--- src/rtl/tbuf_bus_arbiter.sv ---
// Round-robin arbiter driving the enables of N tristate drivers on one shared net.
// At most one enable is high, with TURN_CYC all-off cycles between owners and an optional hold limit.
module tbuf_bus_arbiter #(
  parameter int N_REQ    = 4,
  parameter int TURN_CYC = 1,
  parameter int MAX_HOLD = 16
) (
  input  logic                     clk,
  input  logic                     rst,
  input  logic [N_REQ-1:0]         req,
  output logic [N_REQ-1:0]         enb,
  output logic [$clog2(N_REQ)-1:0] gnt_id,
  output logic                     bus_busy,
  output logic                     timeout
);

  localparam int IDW = $clog2(N_REQ);
  localparam int HW  = (MAX_HOLD > 0) ? $clog2(MAX_HOLD + 1) : 1;

  typedef enum logic [1:0] {
    IDLE,
    GRANT,
    TURN
  } state_t;

  state_t         state;
  logic [IDW-1:0] ptr;
  logic [HW-1:0]  hold_cnt;
  logic [3:0]     turn_cnt;

  logic           win_vld;
  logic [IDW-1:0] win_id;
  logic           owner_drop;
  logic           at_max;
  logic [IDW-1:0] nxt_ptr;

  // First requester at or above the pointer, wrapping round to zero.
  always_comb begin
    logic [IDW-1:0] cand;
    // NOTE: every combinational output gets a default before any branch, so no latch is inferred.
    win_vld = 1'b0;
    win_id  = ptr;
    cand    = ptr;
    for (int k = 0; k < N_REQ; k++) begin
      cand = IDW'((int'(ptr) + k) % N_REQ);
      if (!win_vld && req[cand]) begin
        win_vld = 1'b1;
        win_id  = cand;
      end
    end
  end

  assign owner_drop = ~req[gnt_id];
  assign at_max     = (MAX_HOLD != 0) && (hold_cnt == HW'(MAX_HOLD));
  assign nxt_ptr    = (gnt_id == IDW'(N_REQ - 1)) ? '0 : gnt_id + IDW'(1);

  // NOTE: all state and registered outputs use non-blocking assignments so every flop updates from pre-edge values.
  always_ff @(posedge clk) begin
    if (rst) begin
      state    <= IDLE;
      ptr      <= '0;
      enb      <= '0;
      gnt_id   <= '0;
      bus_busy <= 1'b0;
      timeout  <= 1'b0;
      hold_cnt <= '0;
      turn_cnt <= '0;
    end else begin
      timeout <= 1'b0;
      case (state)
        GRANT: begin
          if (owner_drop || at_max) begin
            enb      <= '0;
            ptr      <= nxt_ptr;
            turn_cnt <= 4'd1;
            // Only a still-requesting owner counts as forced off.
            timeout  <= at_max & ~owner_drop;
            state    <= TURN;
          end else if (MAX_HOLD != 0) begin
            hold_cnt <= hold_cnt + HW'(1);
          end
        end
        IDLE, TURN: begin
          if (state == TURN && turn_cnt != 4'(TURN_CYC)) begin
            turn_cnt <= turn_cnt + 4'd1;
          end else if (win_vld) begin
            enb      <= N_REQ'(1) << win_id;
            gnt_id   <= win_id;
            hold_cnt <= HW'(1);
            bus_busy <= 1'b1;
            state    <= GRANT;
          end else begin
            bus_busy <= 1'b0;
            state    <= IDLE;
          end
        end
        default: begin
          enb      <= '0;
          bus_busy <= 1'b0;
          state    <= IDLE;
        end
      endcase
    end
  end

endmodule

--- config.mk ---
export PLATFORM = sky130hd
export DESIGN_NAME = tbuf_bus_arbiter
export DESIGN_NICKNAME = d
export VERILOG_FILES = /design/src/rtl/tbuf_bus_arbiter.sv
export SDC_FILE = /design/constraint.sdc
export NUM_CORES = 1
export LEC_CHECK = 0
export CAP_MARGIN = 5
export CORE_ASPECT_RATIO = 1.75
export CORE_UTILIZATION = 34
export CTS_CLUSTER_SIZE = 8
export DETAILED_ROUTE_END_ITERATION = 12
export DONT_BUFFER_PORTS = 1
export PLACE_DENSITY = 0.46
export SLEW_MARGIN = 25
export SYNTH_ARGS = -nofsm -noshare
export SYNTH_HDL_FRONTEND = slang
export SYNTH_SLANG_ARGS = --single-unit
--- constraint.sdc ---
create_clock -name clk -period 2.4 [get_ports clk]
set_input_delay 0.24 -clock clk [delete_from_list [all_inputs] [get_ports clk]]
set_output_delay 0.24 -clock clk [all_outputs]
set_load 0.05 [all_outputs]
# --- Word-level counts from Yosys, hierarchy flattened ---
# Cells that the tools add are included.
word_totals:
  regBits: 21
  elab_cells: 90
  output_inout_bits: 8
classes:
  shifts: 1
  add_sub_neg: 6
  n_bitwise: 5
  eq_ne: 10
  n_lt_le_gt_ge: 5
  reduce_logical: 19
  muxes: 36
op_table:
  columns: ["operator", "count"]
  rows:
  - ["$mux 4", 5]
  - ["$pmux 4 s2", 2]
  - ["$lt 2x3->1 const B", 5]
  - ["$mux 5", 3]
  - ["$mux 1", 12]
  - ["$mux 2", 6]
  - ["$bmux 1 s2", 5]
  - ["$ne 2x2->1 const B", 5]
  - ["$pmux 5 s2", 1]
  - ["$reduce_and 3->1", 3]
  - ["$reduce_and 2->1", 3]
  - ["$add 5x1->5 const B", 1]
  - ["$eq 5x5->1 const B", 1]
  - ["$add 2x1->2 const B", 2]
  - ["$add 2x2->2 const B", 2]
  - ["$add 4x1->4 const B", 1]
  - ["$eq 2x2->1 const B", 2]
  - ["$logic_and 1x1->1", 4]
  - ["$ne 4x1->1 const B", 1]
  - ["$not 1->1", 4]
  - ["$pmux 2 s2", 1]
  - ["$reduce_and 4->1", 1]
  - ["$shl 1x2->4 const A", 1]
  - ["$logic_not 1->1", 3]
  - ["8 further kinds", 8]

# --- Longest topological paths before layout ---
# Gate-level depths: netlist of the first run.
depth:
  ltp_word: 16
  mapped_depth: 7
  depth_no_buf: 6

# --- Worst setup path after synthesis of the first run ---
# OpenSTA, ideal clock, no wires.
synth_path:
  kind: "reg-to-reg"
  start: "reg gnt_id[0]"
  end: "reg enb[0]"
  path_slack_ns: 0.129
  setup_ns: 0.117
  path_stages_with_launch: 6
  arrival_time_ns: 2.153
  cell_sequence: "dfxtp_1 > mux4_2 > and3_4 > clkbuf_2 > o31a_1 > a32o_1"
synth_between:
  elab_chain_cells: 6
synth_rtl:
  columns: ["element", "line_no", "source"]
  rows:
  - ["start, declared", "12", "output logic [$clog2(N_REQ)-1:0] gnt_id,"]
  - ["start signal, assigned", "88", "gnt_id <= win_id;"]
  - ["$bmux 1 s2", "53", "assign owner_drop = ~req[gnt_id];"]
  - ["$mux 1 (not written as such)", "53", null]
  - ["$not 1->1", "53", null]
  - ["$logic_or 1x1->1", "72", "if (owner_drop || at_max) begin"]
  - ["$ne 2x2->1 (no source line)", null, null]
  - ["$reduce_and 3->1 (no source line)", null, null]
  - ["end signal, assigned", "87", "enb <= N_REQ'(1) << win_id;"]
  - ["end, declared", "11", "output logic [N_REQ-1:0] enb,"]
# No other way between the ends. The select of a mux whose other input is x is not followed.
# A chain may end at the register's enable or synchronous reset.

# --- Worst setup path after layout of the first run ---
layout_path:
  start: "reg turn_cnt[0]"
  end: "reg enb[0]"
layout_between:
  elab_chain_cells: 4
layout_rtl:
  columns: ["element", "line_no", "source"]
  rows:
  - ["start, declared", "29", "logic [3:0] turn_cnt;"]
  - ["start signal, assigned", "85", "turn_cnt <= turn_cnt + 4'd1;"]
  - ["$ne 4x1->1", "84", "if (state == TURN && turn_cnt != 4'(TURN_CYC)) begin"]
  - ["$logic_and 1x1->1", "84", null]
  - ["$ne 2x2->1 (no source line)", null, null]
  - ["$reduce_and 3->1 (no source line)", null, null]
# No other way between the ends.

==> out/summary.log, run 1 <==
[detailed_routing] routed wire length per instance 13.84 um
[synth] flop and latch count out of synthesis 21
[detailed_routing] number of vias per cell after detailed routing 5.305
[floorplanning] initial core utilization 36.37%
[clocking] register clock-pin slew on the reported worst setup and hold paths 80 ps
[final_layout] proportion of layout cells with a drive suffix above 1 11.48%
[power_and_ir_drop] P per Cell Area 701.6 nW/um^2
[sta] hold violation count in the final report 0
[place] Placer Congestion 0.7044
[setup_path] launch instance of the worst register-to-register path turn_cnt[0]
[place] number of port buffers 0
[floorplanning] number of rows created at floorplan 26
[sta] worst slew pin tran 542.3 ps
[setup_path] arrival time reported for the critical path endpoint 2170 ps
[setup_path] largest stage delay on the critical path 490 ps
[global_route] initial antenna violation count 0
[floorplanning] area inside the core boundary 2993 um^2
[synth] Most used DFF post-synth dfxtp_1
[setup_path] data required time at the worst endpoint 2560 ps
[min_path] hold path start rst
[synth] net count of the mapped netlist 131
[sta] total count of max-transition violations in the final report 0
[power_and_ir_drop] net switching power of the design 0.2656 mW
[clocking] number of buffers between clock root and the deepest sink 2
[clocking] cell at the root of the clock tree clkbuf_8
[power_and_ir_drop] sequential cell fraction of total power 51.4%
[power_and_ir_drop] Leakage Power 0.4415 nW
[synth] Netlist Area Pre-Place 1089 um^2
[setup_path] slowest stage cell on the critical path or3b_2
[synth] number of library cell types mapped by synthesis 43
[sta] RSZ-0062 raised after global routing false
[sta] achievable frequency 497.3 MHz
[global_route] number of global-route vias before repair 826
[power_and_ir_drop] fraction of power spent switching nets 31.92%
[final_layout] count of non-filler cells in the finished layout 164
[power_and_ir_drop] Clk network pwr share 27.9%
[run] number of max-cap violations 0
[setup_path] setup slack of the worst register-to-register path 390 ps
[synth] fraction of synthesis flops using an asynchronous set or reset pin 0%
[place] HPWL after DPL 1662 um
[final_layout] combined area of the multi-input logic cells 618.1 um^2
[synth] number of cells produced by synthesis 120
[final_layout] synthesis-to-finish area growth 8.966%
[setup_path] cell breakdown of the critical path ha_1 > or3b_2 > and2_0 > o31a_1 > a32o_1
[sta] accumulated negative setup slack 0 ps
[detailed_routing] post-detailed-route count of antenna-violating nets 0
[final_layout] Filler Cell Count 322
[floorplanning] Chip Width 44.77 um
[global_route] wire length of the first global-routing pass 3726 um
[setup_path] sum of buffers and inverters on the critical path 0
[power_and_ir_drop] internal power summed over all cells 0.5666 mW
[detailed_routing] first drt pass iteration count 4
[synth] sequential element share of the synthesized area 38.62%
[min_path] hold endpoint bus_busy
[clocking] total CTS buffers 3
[clocking] clock tree from TritonCTS done
[setup_path] Critical Path End Type flop
[setup_path] class of the most critical setup path flop to flop
[floorplanning] Chip Height 76.85 um
[min_path] worst hold path type input port to flop
[global_route] global route overflow 0
[floorplanning] I/O pins 14
[clocking] Sink Count 21
[global_route] maximum number of pins on one net before global-route repair 19
[sta] minimum clock period after layout 2011 ps
[power_and_ir_drop] combinational group share of total power 20.7%
[final_layout] post-layout net count 134
[floorplanning] overall die area 3441 um^2
[final_layout] antenna diode count 0
[sta] normalized max-slew margin 63.80%
[clocking] setup fix buffers added after clock tree synthesis 0
[sta] maximum clock skew at final layout 5.426 ps
[power_and_ir_drop] Max VDD drop 0.0002902 V
[run_status] status finished, final reports clean
[clocking] hold-fix buffer count after cts 0
[final_layout] register area 420.4 um^2
[setup_path] type of element launching the critical path flop
[setup_path] Max FO, Critical Path 6
[synth] EDFF count, synth 0
[sta] total of endpoints with negative setup slack in the final report 0
[setup_path] Worst Reg2Reg Path Length in Cells 5
[synth] warning count from the yosys run 0
[synth] post-synthesis average cell area 9.071 um^2
[place] Placed Cells 160
[clocking] latest clock arrival within the worst-skew pair 260 ps
[detailed_routing] vias after detailed routing 870
[min_path] Worst Hold Depth 1
[detailed_routing] drt initial violations 18
[detailed_routing] Routed WL 2269 um
[setup_path] capturing point of the worst reg2reg path enb[0]
[sta] share of the cycle needed by the critical path after routing 83.78%
[clocking] depth of the CTS H-tree 1
[global_route] total global-route track usage 14.46%
[clocking] Resized cells post-CTS 0
[detailed_routing] DR DRC count 0
[setup_path] critical path's top delay family simple AND/OR/NAND/NOR gates
[area by class of cell]
type | count | share of cell area, %
multi-input cells | 88 | 52.11
flip-flops and latches | 21 | 35.44
repair buffers | 4 | 2.532
clock buffers | 3 | 3.481
inverters | 5 | 1.582
clock inverters | 1 | 0.4219
well taps | 42 | 4.430
[Yosys cell counts, types with 2 or more instances]
library cell / count / area (um^2)
a211oi_1: 2 / 15.01
a21oi_1: 5 / 25.02
a32o_1: 4 / 40.04
and2_1: 2 / 12.51
clkbuf_1: 4 / 15.01
dfxtp_1: 21 / 420.4
ha_1: 5 / 62.56
inv_1: 5 / 18.77
nand2_1: 6 / 22.52
nand2b_1: 2 / 12.51
nand3_1: 2 / 10.01
nand4_1: 3 / 18.77
nor2_1: 13 / 48.80
nor2b_1: 6 / 37.54
nor3_1: 6 / 30.03
o21ai_0: 2 / 10.01
o31a_1: 2 / 17.52
xor2_1: 5 / 43.79
[registers in the layout, summed over array words and instances (netlist names)]
register  flops
turn_cnt      4
hold_cnt      5
ptr           2
enb           4
gnt_id        2
bus_busy      1
timeout       1
state         2
[kinds of logic after synthesis]
kind of cell / share of synthesized area [%]
buffers and inverters: 4.597
DFF: 38.62
and+or+nand+nor: 24.26
muxes: 2.988
xor gates and xnor gates: 4.023
adders and majority gates: 5.747
AOI/OAI and AO/OA: 19.77
[how the worst max path moves through the flow]
stage | from | endpoint | cells past startpoint
6_report | turn_cnt[0] | enb[0] | 5
5_1_grt | turn_cnt[0] | enb[0] | 5
4_1_cts | turn_cnt[0] | enb[3] | 5
3_5_place_dp | turn_cnt[0] | enb[3] | 5
3_3_place_gp | turn_cnt[0] | enb[0] | 5
2_1_floorplan | gnt_id[0] | enb[0] | 5
[metal layers]
metal	up-vias	wire length (um)	GRT usage [%]
met1	412	979	16.28
li1	439	-	-
met4	0	53	8.182
met2	15	1142	23.82
met5	-	0	0
met3	4	94	3.294
[cells in the final DEF, fill, tap and decap left out, drive strengths merged, types with 2 or more instances in the layout]
cell    Yosys  layout
nand3       2       2
a32o        4       4
a211oi      3       3
nor2       13      13
o21ai       2       2
nand2b      2       2
nand4       3       3
a21boi      2       2
nand2       6       6
ha          5       5
o31a        2       2
nor2b       6       6
clkbuf      5       3
and3        2       2
nor3        6       6
a21oi       5       5
inv         5       5
xor2        5       5
dfxtp      21      21
and2        3       3
buf         1       4
[power groups by stage]
stage / Combinational (mW) / Clock (mW) / Sequential (mW)
after floorplan: 0.127 / 0 / 0.443
after global placement: 0.171 / 0 / 0.436
after detailed placement: 0.173 / 0 / 0.436
after CTS: 0.174 / 0.245 / 0.428
after global routing: 0.193 / 0.260 / 0.432
final: 0.172 / 0.232 / 0.428
[per-stage QoR]
| step | utilization, % | area (um^2) | worst slack [ps] | total power [mW] | hold slack, ps |
|---|---|---|---|---|---|
| detailed placement | 38.09 | 1140 | 399.8 | 0.6092 | 313.8 |
| CTS | 39.63 | 1186 | 382.8 | 0.8472 | 27.14 |
| floorplan | - | 1089 | 129.2 | 0.5702 | 470.7 |
| global route | 39.63 | 1186 | 298.1 | 0.8844 | 24.08 |
| finish | 39.63 | 1186 | 389.3 | 0.8322 | 38.99 |
| global placement | 38.09 | 1140 | 424.7 | 0.6073 | 312.9 |
Power figures use the tool's default switching activity.
==> run 2: changes to the inputs <==
==> constraint.sdc (replaced) <==
create_clock -name clk -period 1.9 [get_ports clk]
set_input_delay 0.19 -clock clk [delete_from_list [all_inputs] [get_ports clk]]
set_output_delay 0.19 -clock clk [all_outputs]
set_load 0.05 [all_outputs]
==> run 2 against run 1 <==
  * Sequential share of layout area fell by 1.7 points
  * Design area rose by 7.9%
  * First-iteration DRC count rose by 22%
  * Combinational power rose by 58%
  * Total power rose by 32%
  * Critical path depth rose by 1
  * Die area did not move
  * Setup slack got worse by 330 ps
  * Non-clock buffer count rose by 9
  * Sequential cell count did not move
  * Largest power group unchanged
==> out/summary.log, run 2 (synthesis gave the netlist of run 1 again) <==
[final_layout] post-layout net count 143
[floorplanning] overall die area 3441 um^2
[detailed_routing] routed wire length per instance 14.13 um
[setup_path] largest stage delay on the critical path 490 ps
[floorplanning] Chip Width 44.77 um
[floorplanning] I/O pins 14
[clocking] latest clock arrival within the worst-skew pair 260 ps
[final_layout] most common library cell in the layout ignoring fill and taps dfxtp_1
[clocking] cell at the root of the clock tree clkbuf_8
[sta] share of the cycle needed by the critical path after routing 96.76%
[final_layout] largest registers hold_cnt (5), enb (4), turn_cnt (4)
[final_layout] proportion of layout cells with a drive suffix above 1 21.37%
[setup_path] arrival time reported for the critical path endpoint 1990 ps
[final_layout] count of non-filler cells in the finished layout 173
[setup_path] Max FO, Critical Path 5
[setup_path] data required time at the worst endpoint 2050 ps
[clocking] total CTS buffers 3
[sta] total count of max-transition violations in the final report 0
[sta] hold violation count in the final report 0
[final_layout] top library cells by usage in the layout, fill and taps aside dfxtp_1 (16), nor2_1 (13), buf_4 (12)
[floorplanning] initial core utilization 36.37%
[detailed_routing] Routed WL 2445 um
[clocking] Sink Count 21
[setup_path] Worst Reg2Reg Path Length in Cells 6
[global_route] initial antenna violation count 0
[sta] worst slew pin tran 517.5 ps
[global_route] total global-route track usage 16.21%
[sta] achievable frequency 544.0 MHz
[place] Placer Congestion 0.7030
[sta] maximum clock skew at final layout 2.403 ps
[setup_path] Critical Path End Type flop
[place] Placed Cells 165
[run_status] status finished, final reports clean
[sta] minimum clock period after layout 1838 ps
[detailed_routing] number of vias per cell after detailed routing 5.104
[setup_path] cell breakdown of the critical path inv_2 > ha_1 > or4bb_4 > and3_4 > o31a_1 > a32o_1
[run] number of max-cap violations 0
[detailed_routing] post-detailed-route count of antenna-violating nets 0
[global_route] number of global-route vias before repair 906
[clocking] register clock-pin slew on the reported worst setup and hold paths 80 ps
[place] number of port buffers 0
[setup_path] class of the most critical setup path flop to flop
[sta] worst-case hold slack 33.19 ps
[clocking] depth of the CTS H-tree 1
[clocking] number of buffers between clock root and the deepest sink 2
[sta] total of endpoints with negative setup slack in the final report 0
[sta] RSZ-0062 raised after global routing true
[place] HPWL after DPL 1820 um
[floorplanning] Chip Height 76.85 um
[min_path] worst hold path type input port to flop
[global_route] maximum number of pins on one net before global-route repair 13
[global_route] wire length of the first global-routing pass 4264 um
[sta] normalized max-slew margin 65.46%
[detailed_routing] first drt pass iteration count 3
[power_and_ir_drop] post-layout total power 1.099 mW
[detailed_routing] DR DRC count 0
[setup_path] slowest stage cell on the critical path or4bb_4
[final_layout] flip-flop count of the largest register after layout 5
[detailed_routing] drt initial violations 22
[setup_path] sum of buffers and inverters on the critical path 1
[power_and_ir_drop] Max VDD drop 0.0004298 V
[power_and_ir_drop] P per Cell Area 858.4 nW/um^2
[floorplanning] number of rows created at floorplan 26
[final_layout] synthesis-to-finish area growth 17.59%
[final_layout] antenna diode count 0
[setup_path] critical path's top delay family simple AND/OR/NAND/NOR gates
[setup_path] logic depth of the worst path, buffers included 6
[global_route] global route overflow 0
[final_layout] Largest Register hold_cnt
[clocking] clock tree from TritonCTS done
[power_and_ir_drop] Leakage Power 0.4913 nW
[detailed_routing] vias after detailed routing 883
[final_layout] final core utilization 42.77%
[min_path] Worst Hold Depth 1
[floorplanning] area inside the core boundary 2993 um^2
[setup_path] type of element launching the critical path flop
[run 2: changes by cell type in the layout (fill, tap and decap cells not counted), moves of 2 or more]
| cell | before | now |
|---|---|---|
| dfxtp_1 | 21 | 16 |
| dfxtp_4 | 0 | 2 |
| dfxtp_2 | 0 | 3 |
| buf_4 | 4 | 12 |
[run 2: power by group]
part,switching [mW],internal [mW]
logic,0.146,0.127
registers,0.0575,0.476
clock network,0.144,0.149
total,0.347,0.752
[run 2: final timing paths]
path	slack [ps]	start	endpoint
worst max-delay path	60	hold_cnt[0]	enb[0]
worst min-delay path	30	rst	ptr[0]
worst max register to register	60	hold_cnt[0]	enb[0]
worst min register to register	490	turn_cnt[0]	turn_cnt[0]
[run 2: metal layers]
metal | wire, um | track usage [%] | up-vias
met5 | 0 | 0 | -
met4 | 16 | 5.455 | 0
met3 | 79 | 3.529 | 2
met2 | 1282 | 27.79 | 11
met1 | 1067 | 19.04 | 415
li1 | - | - | 455
[run 2: area by class of cell]
type / count / area [um^2]
fillers: 330 / 1713
multi-input cells: 88 / 631.9
flip-flops and latches: 21 / 431.7
repair buffers: 13 / 100.1
well taps: 42 / 52.55
clock buffers: 4 / 45.04
inverters: 5 / 18.77
[run 2: per-stage QoR]
stage               cell area, um^2  worst slack (ps)  TNS, ps
floorplan                      1101            -3.506   -14.03
global placement               1190             45.26        0
detailed placement             1190             33.39        0
CTS                            1245             23.60        0
global route                   1280            -7.399   -7.399
finish                         1280             61.63        0
[run 2: repair_timing]
item                       CTS  global route
hold endpoints to repair    12             0
setup endpoints to repair    0             7
hold buffers                 1             0
gates resized for setup      0             6
setup buffers                0             3
